**src/rtl/rv32e_rf_wb_arbiter.sv**
```systemverilog
// Writeback arbiter for the RV32E register-file write port: round-robin grant, registered write, x0/illegal-rd filtering.
// Define RV32E_WB_ARB_FIXED_PRIO_EN to use fixed priority, where the lowest index always wins.
module rv32e_rf_wb_arbiter #(
  parameter int NUM_REQ = 3,
  parameter int CNT_W   = 8
) (
  input  logic                    CLK,
  input  logic                    nRST,
  input  logic [NUM_REQ-1:0]      req_valid,
  input  logic [NUM_REQ*5-1:0]    req_rd,
  input  logic [NUM_REQ*32-1:0]   req_data,
  output logic [NUM_REQ-1:0]      req_ready,
  output logic                    rf_wen,
  output logic [4:0]              rf_rd,
  output logic [31:0]             rf_wdata,
  output logic [CNT_W-1:0]        illegal_cnt,
  output logic                    illegal_flag
);
  // Handshake: requester i's write is taken in a cycle where req_valid[i] & req_ready[i]
  // are both high. req_ready is combinational and at most one-hot. A requester holds
  // valid, rd and data stable until it sees ready.

  localparam int IDX_W = $clog2(NUM_REQ);

  logic [NUM_REQ-1:0] gnt_onehot;
  logic               gnt_found;
  logic [IDX_W-1:0]   gnt_idx;
  logic [IDX_W-1:0]   cand_idx;
  int                 cand;
  logic [4:0]         gnt_rd;
  logic [31:0]        gnt_data;

  logic               rf_wen_d, rf_wen_q;
  logic [4:0]         rf_rd_d, rf_rd_q;
  logic [31:0]        rf_wdata_d, rf_wdata_q;
  logic [CNT_W-1:0]   illegal_cnt_d, illegal_cnt_q;
  logic               illegal_flag_d, illegal_flag_q;

`ifndef RV32E_WB_ARB_FIXED_PRIO_EN
  logic [IDX_W-1:0]   last_gnt_d, last_gnt_q;
`endif

  always_comb begin
    gnt_found  = 1'b0;
    gnt_idx    = '0;
    gnt_onehot = '0;
    cand       = 0;
    cand_idx   = '0;
    for (int off = 0; off < NUM_REQ; off++) begin
`ifdef RV32E_WB_ARB_FIXED_PRIO_EN
      cand = off;
`else
      // Search starts just past the previous winner and wraps around.
      cand = int'(last_gnt_q) + 1 + off;
      if (cand >= NUM_REQ) cand = cand - NUM_REQ;
`endif
      cand_idx = IDX_W'(cand);
      if (!gnt_found && req_valid[cand_idx]) begin
        gnt_found = 1'b1;
        gnt_idx   = cand_idx;
      end
    end
    if (gnt_found && nRST) gnt_onehot[gnt_idx] = 1'b1;

    gnt_rd   = '0;
    gnt_data = '0;
    for (int i = 0; i < NUM_REQ; i++) begin
      if (gnt_onehot[i]) begin
        gnt_rd   = req_rd[i*5 +: 5];
        gnt_data = req_data[i*32 +: 32];
      end
    end
  end

  assign req_ready = gnt_onehot;

  always_comb begin
    rf_wen_d       = 1'b0;
    rf_rd_d        = rf_rd_q;
    rf_wdata_d     = rf_wdata_q;
    illegal_cnt_d  = illegal_cnt_q;
    illegal_flag_d = illegal_flag_q;
`ifndef RV32E_WB_ARB_FIXED_PRIO_EN
    last_gnt_d     = last_gnt_q;
`endif
    if (|gnt_onehot) begin
`ifndef RV32E_WB_ARB_FIXED_PRIO_EN
      last_gnt_d = gnt_idx;
`endif
      if (gnt_rd[4]) begin
        // rd >= 16 does not exist in RV32E: acknowledge, drop, and record it.
        illegal_flag_d = 1'b1;
        if (illegal_cnt_q != {CNT_W{1'b1}}) illegal_cnt_d = illegal_cnt_q + 1'b1;
      end else if (gnt_rd != 5'd0) begin
        rf_wen_d   = 1'b1;
        rf_rd_d    = gnt_rd;
        rf_wdata_d = gnt_data;
      end
    end
  end

  always_ff @(posedge CLK) begin
    if (!nRST) begin
      rf_wen_q       <= 1'b0;
      rf_rd_q        <= '0;
      rf_wdata_q     <= '0;
      illegal_cnt_q  <= '0;
      illegal_flag_q <= 1'b0;
`ifndef RV32E_WB_ARB_FIXED_PRIO_EN
      last_gnt_q     <= IDX_W'(NUM_REQ - 1);
`endif
    end else begin
      rf_wen_q       <= rf_wen_d;
      rf_rd_q        <= rf_rd_d;
      rf_wdata_q     <= rf_wdata_d;
      illegal_cnt_q  <= illegal_cnt_d;
      illegal_flag_q <= illegal_flag_d;
`ifndef RV32E_WB_ARB_FIXED_PRIO_EN
      last_gnt_q     <= last_gnt_d;
`endif
    end
  end

  assign rf_wen       = rf_wen_q;
  assign rf_rd        = rf_rd_q;
  assign rf_wdata     = rf_wdata_q;
  assign illegal_cnt  = illegal_cnt_q;
  assign illegal_flag = illegal_flag_q;

endmodule

```
**config.mk**
```make
export PLATFORM = sky130hd
export DESIGN_NAME = rv32e_rf_wb_arbiter
export DESIGN_NICKNAME = d
export VERILOG_FILES = /design/src/rtl/rv32e_rf_wb_arbiter.sv
export SDC_FILE = /design/constraint.sdc
export NUM_CORES = 1
export LEC_CHECK = 0
export CAP_MARGIN = 30
export CORE_MARGIN = 2
export CORE_UTILIZATION = 43
export CTS_CLUSTER_DIAMETER = 40
export DETAILED_ROUTE_END_ITERATION = 6
export PLACE_DENSITY = 0.86
export REMOVE_ABC_BUFFERS = 1
export SLEW_MARGIN = 5
export SYNTH_ARGS = -nofsm -noshare
export SYNTH_HDL_FRONTEND = slang
export SYNTH_SLANG_ARGS = --single-unit
```
**constraint.sdc**
```tcl
create_clock -name CLK -period 6.36 [get_ports CLK]
set_clock_uncertainty 0.05 [all_clocks]
set_input_delay 1.272 -clock CLK [delete_from_list [all_inputs] [get_ports CLK]]
set_output_delay 1.272 -clock CLK [all_outputs]
set_load 0.02 [all_outputs]
```
## Word level (Yosys, flattened, before mapping)

Cells that the tools add are included.
Widths: inputs -> output; s select.

- Input bits: 116
- Register bits after elaboration: 48
- Output and inout port bits: 50

- Magnitude comparators: 8
- Reductions and logical operators: 12
- $add $sub $neg: 7
- Bitwise gates (word level): 3
- Muxes and demuxes: 25
- Equality and inequality tests: 1

Operators with widths:

| operator | count |
|---|---|
| $mux 32 | 3 |
| $mux 5 | 3 |
| $lt 2x3->1 const B | 4 |
| $mux 2 | 6 |
| $add 8x1->8 const B | 1 |
| $ge 4x2->1 const B | 2 |
| $mux 1 | 8 |
| $ne 8x8->1 const B | 1 |
| $bmux 1 s2 | 3 |
| $reduce_and 3->1 | 2 |
| $reduce_or 3->1 | 2 |
| $sub 2x2->2 const B | 3 |
| $reduce_bool 5->1 | 1 |
| $add 3x1->4 const B | 1 |
| $add 3x2->4 const B | 1 |
| $logic_and 1x1->1 | 4 |
| $add 2x1->3 const B | 1 |
| $ge 3x2->1 const B | 1 |
| $mux 3 | 1 |
| $not 1->1 | 3 |
| $demux 1 s2 | 1 |
| $ge 2x1->1 const B | 1 |
| $logic_not 1->1 | 2 |
| $reduce_and 2->1 | 1 |

## Longest topological paths before layout

- Word-level depth: 22
- Mapped depth: 13
- Mapped depth without buffers: 8

## Least setup slack after synthesis

Ideal clock, no wire load.

- Path type: input-to-output
- Start point: in req_valid[2]
- End point: out req_ready[2]
- Data required time: 5.038 ns
- Setup slack: 2.322 ns
- Cell stages on the path: 6
- Arrival: 2.716 ns
- Path through: buf_6 -> a22o_1 -> or3_4 -> buf_6 -> clkbuf_1 -> a21oi_1

- Longest elaborated chain between the ends: 14
- Elaborated cells between the ends (all ways): 23
- Those cells by class: order compare: 2; mux: 15; reduce/logical: 6

RTL lines:

| element | line | source |
|---|---|---|
| from (decl) | 9 | `input logic [NUM_REQ-1:0] req_valid,` |
| $bmux 1 s2 | 58 | `if (!gnt_found && req_valid[cand_idx]) begin` |
| $mux 1 (implied by the code) | 58 |  |
| $mux 1 | 58 |  |
| $logic_not 1->1 | 58 |  |
| $logic_and 1x1->1 | 58 |  |
| $mux 1 | 58 |  |
| $logic_not 1->1 | 58 |  |
| $logic_and 1x1->1 | 58 |  |
| $mux 2 | 58 |  |
| $lt 2x3->1 (implied by the code) / $ge 2x1->1 (equally long branches) | 63 | `if (gnt_found && nRST) gnt_onehot[gnt_idx] = 1'b1;` |
| $logic_and 1x1->1 (implied by the code) | 63 |  |
| $mux 1 (implied by the code) | 63 |  |
| $demux 1 s2 | 63 |  |
| $mux 3 (*) | 63 |  |
| to (decl) | 12 | `output logic [NUM_REQ-1:0] req_ready,` |

Mark *: on every way between the ends. The rest lies on a longest branch, timed or not. The select of a mux whose other input is x is not followed.

## Final worst setup path

- Start point: in req_valid[2]
- End point: out req_ready[1]

Same word-level chain as after synthesis.

==> impl_metrics.py <==
metrics = {
    "status": {
        "outcome": "finished clean",
    },
    "floorplanning": {
        "top_level_ports": 166,
        "x_dimension_of_the_die_um": 89.9,
        "std_cell_rows": 31,
        "fp.dieArea_sq_mm": 0.00807,
        "initial_core_util_pct": 44.2,
        "die_height_um": 89.9,
        "core_sq_mm": 0.00718,
    },
    "power": {
        "ir_worst_vdd_uv": 225,
        "power_density_mw_per_mm2": 337,
        "power.static_leakage_uw": 0.00178,
        "report.power.total_uw": 1640,
    },
    "grt": {
        "grt_start_max_net_pins": 48,
        "wire_length_of_the_first_global_routing_pass_mm": 16.5,
        "grt_util_all_layers_pct": 24.6,
        "first_global_vias": 3391,
        "globalRouteOverflowTotal": 0,
        "grt_antenna_before_repair": 0,
    },
    "finish": {
        "layout_commonest_cell": "clkdlybuf4s50_1",
        "num_antenna_cells": 0,
        "drive_gt1_share_pct": 4.03,
        "area_growth_pct": 53.8,
        "design.final.nets": 665,
        "fillerInstances": 598,
        "layout.cells.most_common_list": "163 x clkdlybuf4s50_1, 72 x nand3_1, 50 x nand2_1",
    },
    "routing": {
        "detail_route.iter0.violations": 168,
        "post-route-drc-count": 0,
        "antenna_left": 0,
        "routed-via-count": 3622,
        "number_of_optimization_iterations_in_the_first_detailed_route_pass": 5,
        "route.detailed.wl_per_inst_um": 16.2,
        "via_per_inst": 5.62,
        "detail_route.wirelength_mm": 10.4,
    },
    "worst_setup_path": {
        "worst-endpoint-required_ns": 5.04,
        "r2r_slack_ns": 2.67,
        "crit_path_max_fanout": 10,
        "crit-reg2reg-capture": "rf_wdata[17]",
        "worst-setup-path-type": "input pin to output pin",
        "critical_path_startpoint_category": "input pin",
        "timing.rr.start": "last_gnt_q[0]",
        "worst-endpoint-arrival_ns": 3.75,
        "r2r_cells": 10,
        "crit_path_end_kind": "output pin",
        "worst_setup_path_startpoint": "req_valid[2]",
    },
    "timing": {
        "max_freq_ghz": 0.197,
        "count_of_final_hold_check_violations": 0,
        "maxSlewViolCount": 0,
        "timing.final.setup_violations": 0,
        "timing.slew.headroom_pct": 40.1,
        "worst-slew-pin-transition_ns": 0.897,
        "grt_setup_unrepaired": "false",
        "timing.final.crit_share_pct": 79.7,
        "final.hold.worst_slack_ns": 0.410,
        "final_critical_path_time_including_i_o_delays_and_setup_ns": 5.07,
        "final.setup.tns_ns": 0,
        "worst_slack_ns": 1.29,
    },
    "cts": {
        "postCtsSetupBuffers": 0,
        "cts_htree_levels": 2,
        "post_cts_sizing_count": 0,
        "count_of_hold_fix_buffers_inserted_at_cts": 0,
        "tritoncts_clock_tree": "built",
        "clk-insertion-delay-late_ns": 0.29,
        "cts-root-to-sink-buffers": 2,
        "clkSinkCount": 48,
        "clock_transition_time_at_the_flip_flop_clock_pins_of_the_worst_setup_and_hold_paths_ns": 0.09,
        "cts_inserted_buffers": 5,
        "clk_root_buffer_cell": "clkbuf_8",
    },
    "min_path": {
        "worst_hold_path.endpoint": "rf_wdata[29]",
        "hold_path.startpoint": "rf_wdata[29]",
        "hold_path.class": "register to register",
        "hold_path_cell_cnt": 2,
    },
    "synth": {
        "synth.distinct_cells": 45,
        "ys_seq_elements": 48,
        "synth_top_cells_by_area": "dfxtp_1 30%, mux2i_1 14%, nand3_1 11%, o211ai_1 7.6%, o21ai_0 6.2%",
        "syn-mean-instance-area_sq_um": 7.75,
        "post-synth-top-area-fraction_pct": 30.3,
        "post-synth-top-area-cell": "dfxtp_1",
        "synth_top_flop_cell": "dfxtp_1",
        "syn_inst": 409,
        "seq_area_frac_synth_pct": 30.3,
        "synth-edff-count": 0,
        "synth-warning-count": 0,
        "mappedNetlistArea_sq_mm": 0.00317,
        "synthArstFlopShare_pct": 0,
    },
    "flow_run": {
        "max_cap_violations": 0,
    },
    "place": {
        "port-buffer-count": 164,
        "place_congestion": 0.812,
        "place_hpwl_mm": 7.45,
        "place_worst_setup_slack_ns": 1.33,
    },
}
==> cells by family (layout without fill, tap and decap cells) <==
kind of cell               after synthesis  in the layout  share of synthesized area, %
and+or+nand+nor                        161            161                          24.9
AOI/OAI and AO/OA                       97             97                          20.1
buffers and inverters                   52            189                          8.45
DFF                                     48             48                          30.3
muxes                                   45             45                          14.2
adders and majority gates                4              4                          1.58
other                                    1              1                         0.118
xor gates and xnor gates                 1              1                         0.276
==> worst max-delay path: stages <==
cell	delay [ns]
clkdlybuf4s50_1	0.54
a22o_1	0.32
or3_1	0.44
nand3_1	0.31
nand3_1	0.16
inv_1	0.11
clkdlybuf4s50_1	0.60
==> flip-flops by register name, indices dropped and copies added, names as in the netlist <==
register and count:
illegal_flag 1, rf_wen 1, last_gnt_q 2, rf_rd 4, rf_wdata 32, illegal_cnt 8
==> layer usage <==
layer | part of all wire, % | global-route usage (%)
met4 | 2.0 | 6.15
met1 | 43 | 30.4
met2 | 48 | 43.0
met3 | 6.9 | 6.29
met5 | 0 | 0
==> synth_stat cells, types with 2 or more instances <==
cell and instances:
o31a_1 2, clkbuf_1 33, nand2b_1 2, nor2_1 7, dfxtp_1 48, o2bb2ai_1 4
nand3_1 72, o211ai_1 32, buf_6 3, buf_12 2, nor3_1 5, nand2_1 50
o21ai_0 39, mux2i_1 45, and3_1 2, nand4_1 7, a21oi_1 8, buf_2 2
nor2b_1 6, or3_1 3, ha_1 4, inv_1 10
==> power by group <==
part	switching (uW)	total (uW)	leakage (uW)	internal [uW]
clock network	99.0	188	0.0000445	88.5
registers	48.4	433	0.000391	384
logic	572	1020	0.00135	453
==> worst max-delay path by stage <==
stage,to,slack (ns),cells past startpoint
final,req_ready[1],1.29,7
after global routing,req_ready[1],1.14,7
after CTS,req_ready[0],1.32,8
after detailed placement,req_ready[0],1.33,8
after global placement,req_ready[0],1.40,8
after floorplan,rf_wdata[0],0.09,6
==> final cells by class <==
type	instances	area (sq um)	share of cell area, %
well taps	99	124	2.54
clock buffers	7	86.3	1.77
clock inverters	1	7.51	0.154
repair buffers	171	1700	34.9
multi-input cells	309	1960	40.1
inverters	10	37.5	0.770
flip-flops and latches	48	961	19.7
==> metrics by stage <==
stage,instance area [sq um],util [%],std cells
floorplan,2940,-,367
global placement,4760,66.3,636
detailed placement,4780,66.6,637
CTS,4870,67.9,645
global route,4870,67.9,645
finish,4870,67.9,645
No activity file was read; power rests on OpenSTA's default activity.
